## src/rtl/step_pkg.sv

```systemverilog
// ---------------------------------------------------------------------------
// step_pkg: shared types and constants for the step sequencer.
//   - default timing/pattern parameters
//   - arrow bit positions inside a 4-bit mask {U,D,L,R}
//   - FSM state encoding
//   - saturating 8-bit increment helper used by the score/miss counters
// ---------------------------------------------------------------------------
package step_pkg;

    localparam int unsigned DEF_BEAT_CYCLES   = 50_000_000;
    localparam int unsigned DEF_WINDOW_CYCLES = 12_500_000;
    localparam int unsigned DEF_PAT_LEN       = 16;

    localparam int unsigned ARROW_W = 4;
    localparam int unsigned ADDR_W  = 8;
    localparam int unsigned COUNT_W = 8;
    localparam int unsigned STATE_W = 3;

    // Bit positions of each arrow inside btn / arrow / pat_data
    localparam int unsigned ARROW_U = 3;
    localparam int unsigned ARROW_D = 2;
    localparam int unsigned ARROW_L = 1;
    localparam int unsigned ARROW_R = 0;

    typedef enum logic [STATE_W-1:0] {
        ST_IDLE   = 3'd0,
        ST_FETCH  = 3'd1,
        ST_LOAD   = 3'd2,
        ST_PROMPT = 3'd3,
        ST_DONE   = 3'd4
    } seqStateE;

    // Increment that sticks at all-ones
    function automatic logic [COUNT_W-1:0] satInc(input logic [COUNT_W-1:0] val);
        return (val == {COUNT_W{1'b1}}) ? val : val + COUNT_W'(1);
    endfunction

endpackage

```

## src/rtl/beat_timer.sv

```systemverilog
// ---------------------------------------------------------------------------
// beat_timer: per-beat cycle counter for the step sequencer.
// Ports:
//   clk, rst_n      clock, synchronous active-low reset
//   clear           restart the beat at count 0 (sequencer LOAD)
//   run             advance the count by one (sequencer PROMPT)
//   in_window       registered: current count < WINDOW_CYCLES
//   win_end         registered: current count == WINDOW_CYCLES
//   beat_end        registered: current count == BEAT_CYCLES-1
// The flags are computed from the next count so they line up with the
// count value held in the same cycle.
// ---------------------------------------------------------------------------
module beat_timer
    import step_pkg::*;
#(
    parameter int unsigned BEAT_CYCLES   = DEF_BEAT_CYCLES,
    parameter int unsigned WINDOW_CYCLES = DEF_WINDOW_CYCLES
) (
    input  logic clk,
    input  logic rst_n,
    input  logic clear,
    input  logic run,
    output logic in_window,
    output logic win_end,
    output logic beat_end
);

    localparam int unsigned CNT_W = $clog2(BEAT_CYCLES);
    localparam logic [CNT_W-1:0] LAST_CNT = CNT_W'(BEAT_CYCLES - 1);
    localparam logic [CNT_W-1:0] WIN_CNT  = CNT_W'(WINDOW_CYCLES);

    logic [CNT_W-1:0] beatCnt;
    logic [CNT_W-1:0] cntNext;

    // Next count: clear wins, then wrap at the last cycle of the beat
    always_comb begin
        cntNext = beatCnt;
        if (clear) begin
            cntNext = '0;
        end else if (run) begin
            cntNext = (beatCnt == LAST_CNT) ? '0 : beatCnt + CNT_W'(1);
        end
    end

    // Count register and decoded flags
    always_ff @(posedge clk) begin
        if (!rst_n) begin
            beatCnt   <= '0;
            in_window <= 1'b1;
            win_end   <= 1'b0;
            beat_end  <= 1'b0;
        end else begin
            beatCnt   <= cntNext;
            in_window <= (cntNext < WIN_CNT);
            win_end   <= (cntNext == WIN_CNT);
            beat_end  <= (cntNext == LAST_CNT);
        end
    end

endmodule

```

## src/rtl/step_sequencer.sv

```systemverilog
// ---------------------------------------------------------------------------
// step_sequencer: rhythm-game beat sequencer.
// Walks an external pattern ROM one beat at a time, shows the arrow mask of
// each beat, and judges the player's presses inside a hit window.
// Ports:
//   clk, rst_n       clock, synchronous active-low reset
//   start            single-cycle request to begin a pattern (ignored while busy)
//   btn[3:0]         press pulses {U,D,L,R}
//   pat_addr[7:0]    registered ROM address
//   pat_data[3:0]    ROM arrow mask, valid one cycle after pat_addr
//   arrow[3:0]       prompt mask currently shown (cleared once judged)
//   hit, miss        single-cycle judgement pulses
//   score, misses    saturating 8-bit counts
//   busy             pattern running
//   done             pattern finished, held until the next start
// A beat is FETCH (address out), LOAD (capture ROM data), then BEAT_CYCLES
// of PROMPT, so every non-final beat lasts BEAT_CYCLES+2 cycles.
// ---------------------------------------------------------------------------
module step_sequencer
    import step_pkg::*;
#(
    parameter int unsigned BEAT_CYCLES   = DEF_BEAT_CYCLES,
    parameter int unsigned WINDOW_CYCLES = DEF_WINDOW_CYCLES,
    parameter int unsigned PAT_LEN       = DEF_PAT_LEN
) (
    input  logic               clk,
    input  logic               rst_n,
    input  logic               start,
    input  logic [ARROW_W-1:0] btn,
    output logic [ADDR_W-1:0]  pat_addr,
    input  logic [ARROW_W-1:0] pat_data,
    output logic [ARROW_W-1:0] arrow,
    output logic               hit,
    output logic               miss,
    output logic [COUNT_W-1:0] score,
    output logic [COUNT_W-1:0] misses,
    output logic               busy,
    output logic               done
);

    localparam logic [STATE_W-1:0] S_IDLE   = STATE_W'(ST_IDLE);
    localparam logic [STATE_W-1:0] S_FETCH  = STATE_W'(ST_FETCH);
    localparam logic [STATE_W-1:0] S_LOAD   = STATE_W'(ST_LOAD);
    localparam logic [STATE_W-1:0] S_PROMPT = STATE_W'(ST_PROMPT);
    localparam logic [STATE_W-1:0] S_DONE   = STATE_W'(ST_DONE);

    localparam logic [ADDR_W-1:0] LAST_IDX = ADDR_W'(PAT_LEN - 1);

    logic [STATE_W-1:0] state;
    logic [STATE_W-1:0] stateNext;
    logic [ADDR_W-1:0]  idx;
    logic [ADDR_W-1:0]  idxNext;
    logic [ADDR_W-1:0]  patAddrNext;
    logic               judged;
    logic               judgedNext;
    logic [ARROW_W-1:0] arrowNext;
    logic [COUNT_W-1:0] scoreNext;
    logic [COUNT_W-1:0] missesNext;
    logic               hitNext;
    logic               missNext;
    logic               busyNext;
    logic               doneNext;

    logic               cntClear;
    logic               cntRun;
    logic               inWindow;
    logic               winEnd;
    logic               beatEnd;

    logic               judgeOpen;
    logic               pressed;

    beat_timer #(
        .BEAT_CYCLES   (BEAT_CYCLES),
        .WINDOW_CYCLES (WINDOW_CYCLES)
    ) u_beat_timer (
        .clk       (clk),
        .rst_n     (rst_n),
        .clear     (cntClear),
        .run       (cntRun),
        .in_window (inWindow),
        .win_end   (winEnd),
        .beat_end  (beatEnd)
    );

    // Next-state and next-output logic
    always_comb begin
        stateNext   = state;
        idxNext     = idx;
        patAddrNext = pat_addr;
        judgedNext  = judged;
        arrowNext   = arrow;
        scoreNext   = score;
        missesNext  = misses;
        hitNext     = 1'b0;
        missNext    = 1'b0;
        doneNext    = done;
        cntClear    = 1'b0;
        cntRun      = 1'b0;

        // A cleared arrow also covers rest beats and already-judged beats
        judgeOpen = inWindow && (arrow != '0) && !judged;
        pressed   = (btn != '0);

        case (state)
            S_IDLE, S_DONE: begin
                if (start) begin
                    stateNext   = S_FETCH;
                    idxNext     = '0;
                    patAddrNext = '0;
                    scoreNext   = '0;
                    missesNext  = '0;
                    doneNext    = 1'b0;
                end
            end

            S_FETCH: begin
                stateNext = S_LOAD;
            end

            S_LOAD: begin
                arrowNext  = pat_data;
                judgedNext = 1'b0;
                cntClear   = 1'b1;
                stateNext  = S_PROMPT;
            end

            S_PROMPT: begin
                cntRun = 1'b1;

                // Exact chord is a hit; any other nonzero press is a miss.
                // A press on the timeout cycle falls outside the window.
                if (judgeOpen && pressed) begin
                    if (btn == arrow) begin
                        hitNext   = 1'b1;
                        scoreNext = satInc(score);
                    end else begin
                        missNext   = 1'b1;
                        missesNext = satInc(misses);
                    end
                    judgedNext = 1'b1;
                    arrowNext  = '0;
                end else if (winEnd && !judged && (arrow != '0)) begin
                    missNext   = 1'b1;
                    missesNext = satInc(misses);
                    judgedNext = 1'b1;
                    arrowNext  = '0;
                end

                if (beatEnd) begin
                    if (idx == LAST_IDX) begin
                        stateNext = S_DONE;
                        doneNext  = 1'b1;
                    end else begin
                        idxNext     = idx + ADDR_W'(1);
                        patAddrNext = idx + ADDR_W'(1);
                        stateNext   = S_FETCH;
                    end
                end
            end

            default: begin
                stateNext = S_IDLE;
            end
        endcase

        busyNext = (stateNext == S_FETCH) || (stateNext == S_LOAD) ||
                   (stateNext == S_PROMPT);
    end

    // State and output registers
    always_ff @(posedge clk) begin
        if (!rst_n) begin
            state    <= S_IDLE;
            idx      <= '0;
            judged   <= 1'b0;
            pat_addr <= '0;
            arrow    <= '0;
            score    <= '0;
            misses   <= '0;
            hit      <= 1'b0;
            miss     <= 1'b0;
            busy     <= 1'b0;
            done     <= 1'b0;
        end else begin
            state    <= stateNext;
            idx      <= idxNext;
            judged   <= judgedNext;
            pat_addr <= patAddrNext;
            arrow    <= arrowNext;
            score    <= scoreNext;
            misses   <= missesNext;
            hit      <= hitNext;
            miss     <= missNext;
            busy     <= busyNext;
            done     <= doneNext;
        end
    end

endmodule

```

## config.mk

```make
export PLATFORM = sky130hd
export DESIGN_NAME = step_sequencer
export DESIGN_NICKNAME = d
export VERILOG_FILES = /design/src/rtl/step_pkg.sv /design/src/rtl/beat_timer.sv /design/src/rtl/step_sequencer.sv
export SDC_FILE = /design/constraint.sdc
export NUM_CORES = 1
export LEC_CHECK = 0
export BUFFER_PORTS_ARGS = -buffer_cell sky130_fd_sc_hd__buf_2
export CAP_MARGIN = 30
export CORE_MARGIN = 5
export CORE_UTILIZATION = 50
export CTS_BUF_LIST = sky130_fd_sc_hd__clkbuf_2 sky130_fd_sc_hd__clkbuf_4 sky130_fd_sc_hd__clkbuf_8
export DETAILED_ROUTE_END_ITERATION = 7
export HOLD_SLACK_MARGIN = 0.1
export PLACE_DENSITY = 0.66
export SETUP_SLACK_MARGIN = 0.3
export SLEW_MARGIN = 20
export SYNTH_ARGS = -nofsm -noshare
export SYNTH_HDL_FRONTEND = slang
export SYNTH_HIERARCHICAL = 1
export SYNTH_SLANG_ARGS = --single-unit
```

## constraint.sdc

```tcl
create_clock -name clk -period 5.1 [get_ports clk]
set_input_delay 0 -clock clk [delete_from_list [all_inputs] [get_ports clk]]
set_output_delay 0 -clock clk [all_outputs]
set_load 0.05 [all_outputs]
```

==> flow_summary.toml <==
[status]
status = "complete, no violations"

[clock_network]
cts_resized = 0
insertion_delay_ns = 0.35
clk_pin_slew_worst_paths_ns = 0.07
cts_tree = "built"
cts.htree.levels = 3
cts_root_buf = "clkbuf_8"
numCtsBuffers = 9
cts_sinks = 65
cts_max_path_buffers = 2

[floorplanning]
rows = 30
die-area_sq_mm = 0.00890
die_w_um = 94.4
core_sq_mm = 0.00687
die_h_um = 94.4
io_pins = 43
start_util = 0.518

[drt]
via_count = 3214
drtAntennaViolNets = 0
first_pass_iters = 4
drt_wl_total_mm = 8.65
drc_errors = 0
wl_per_cell_um = 15.6
drtIter0Drc = 151
viasPerCell = 5.78

[power_and_ir_drop]
p_comb_frac = 0.083
leakage_nw = 1.57
power_mw = 1.11
clkPwrFrac = 0.447
seqPwrFrac = 0.470
netSwitchingPower_mw = 0.278
switching_share = 0.251
power_density_mw_per_mm2 = 271
ir_worst_vdd_mv = 0.181
intPower_mw = 0.831

[grt]
grt_overflow = 0
grt_pass1_vias = 3030
antenna_found_initial = 0
grt_max_degree = 26
grt_pass1_wl_mm = 14.2
grtUsageTotal = 0.199

[place]
place_congestion = 0.962
dp_hpwl_mm = 6.11
io_buffers = 42

[cells_and_area]
final_layout_size_suffix_gt1_frac = 0.172
utilization = 0.594
multi_input_area_sq_mm = 0.00211
fill_cells = 635
layout_common_cells = "65 x dfxtp_1, 51 x nor2_1, 42 x buf_2"
layout_commonest_cell = "dfxtp_1"
nets = 470
seq_area_sq_mm = 0.00130
syn_to_final_growth_pct = 14.7
antennaDiodeCount = 0

[worst_setup_path]
rr_endpoint = "u_beat_timer/win_end$_SDFF_PN0_"
crit_arrival_ns = 3.99
endpoint_kind = "register"
cp.required_ns = 5.35
ff2ff_setup_slack_ns = 1.36
r2r_start = "state[2]$_SDFF_PN0_"
critPathLaunch = "state[2]$_SDFF_PN0_"
worstSetupEndpoint = "u_beat_timer/win_end$_SDFF_PN0_"
start_kind = "register"
timing.reg2reg.worst_path_depth = 8
critPathMaxFanout = 22
critical_path_class = "register to register"

[sta]
fin_crit_ns = 3.74
max_freq_ghz = 0.267
setup_viol = 0
worst_slew_pin_slew_ns = 0.886
rsz0062_at_grt = "false"
maxSlewViolCount = 0
hold_viol = 0
tns_ns = 0
whs_ns = 0.146
fin_skew_ns = 0.00982
slew_headroom = 0.406
min_period_over_period = 0.734

[synth]
synth_area_leaders = "dfxtp_1 37%, nor2_1 5.4%, xor2_1 4.2%"
netlist_instances = 417
async_flop_share = 0
ys_seq_area_frac = 0.366
yosys.area.top_type_share = 0.366
synth.avg_cell_area_sq_um = 8.53
synth_area_leader_cell = "dfxtp_1"
synth_edf_count = 0
yosys_warnings = 6
ys_seq_elements = 65
synth_top_flop_cell = "dfxtp_1"
syn_area_sq_mm = 0.00356
yosysUniqueCellTypes = 60
syn_nets = 432

[flow_run]
maxCapViolCount = 0

[worst_hold_path]
worstHoldPathType = "input pin to register"
timing repair:
| item | CTS | global route |
|---|---|---|
| endpoints found under the hold margin | 10 | 0 |
| hold buffers | 6 | 0 |
| setup buffers | 0 | 0 |
per-layer routing:
layer / GRT usage / share of wire / vias to the layer above
li1: - / - / 1612
met4: 0.108 / 0.023 / 0
met3: 0.0343 / 0.045 / 16
met2: 0.323 / 0.49 / 78
met5: 0 / 0 / -
met1: 0.251 / 0.44 / 1508
worst min-delay path by stage:
stage                startpoint  depth (start not counted)               endpoint  slack, ns
floorplan           pat_data[0]                          2  arrow[0]$_SDFFE_PN0P_       0.14
global placement    pat_data[1]                          3  arrow[1]$_SDFFE_PN0P_       0.23
detailed placement  pat_data[0]                          3  arrow[0]$_SDFFE_PN0P_       0.25
CTS                      btn[3]                          4         hit$_SDFF_PN0_       0.14
global route             btn[0]                          4         hit$_SDFF_PN0_       0.17
finish                   btn[3]                          4         hit$_SDFF_PN0_       0.15
stage by stage:
step / worst slack [ns] / area, sq um / instances
6_report: 1.36 / 4080 / 556
5_1_grt: 1.04 / 4080 / 556
4_1_cts: 1.38 / 4080 / 556
3_5_place_dp: 1.40 / 3790 / 534
3_3_place_gp: 1.48 / 3790 / 534
2_1_floorplan: 2.33 / 3560 / 417
cell usage after synthesis, types with 3 or more instances:
library cell  count
and4_1            4
and3_1           11
dfxtp_1          65
a21oi_1          18
o2111ai_1         5
nand2b_1          5
o21a_1            3
or3_1             7
buf_2             7
or2_2             5
nor3_1           10
a31o_2            4
a21boi_0          3
nand3_1          19
nand2_1          23
o31ai_1           6
clkbuf_1         13
nor2b_1           4
o211ai_1          4
o21ai_0           5
or4_1             3
o22ai_1           4
nor4_1            8
inv_1            13
xor2_1           17
mux2i_1           7
nand3b_1          4
and2_1            5
xnor2_1          15
nand4_1          18
a31oi_1           3
a2bb2oi_1         5
nor2_1           51
nor4b_1           4
ha_1              4
logic make-up after synthesis:
kind of cell | share of synthesized area
adder cells (fa/ha/maj) | 0.0141
AO/OA/AOI/OAI | 0.158
XOR/XNOR | 0.0788
flip-flops | 0.366
buffers and inverters | 0.0415
AND/OR/NAND/NOR | 0.322
multiplexers | 0.0197
critical path, stage by stage, from the launching register on:
cell,delay (ns)
dfxtp_1,0.33
nand3b_1,0.26
inv_1,0.55
nand4_1,0.63
or4_4,0.72
a211o_1,0.31
nor4b_2,0.31
nand4_1,0.19
a2111oi_4,0.35
final cells by class:
cell class | instances | area share
clock buffers | 10 | 0.0337
well taps | 96 | 0.0294
clock inverters | 6 | 0.0224
inverters | 14 | 0.0129
flip-flops and latches | 65 | 0.319
multi-input cells | 317 | 0.517
repair buffers | 48 | 0.0662
sequential cells by signal (all words and copies together), names as in the netlist:
| register | cells |
|---|---|
| arrow | 4 |
| busy | 1 |
| done | 1 |
| hit | 1 |
| idx | 8 |
| judged | 1 |
| miss | 1 |
| misses | 8 |
| score | 8 |
| state | 3 |
| u_beat_timer/beatCnt | 26 |
| u_beat_timer/beat_end | 1 |
| u_beat_timer/in_window | 1 |
| u_beat_timer/win_end | 1 |
power by group through the flow:
stage | Sequential [mW] | Clock [mW] | Combinational [mW]
4_1_cts | 0.520 | 0.504 | 0.0925
3_5_place_dp | 0.532 | 0 | 0.0887
2_1_floorplan | 0.544 | 0 | 0.0538
3_3_place_gp | 0.532 | 0 | 0.0879
6_report | 0.521 | 0.495 | 0.0924
5_1_grt | 0.521 | 0.529 | 0.101
Note: power is estimated with default switching activity, not from simulation.
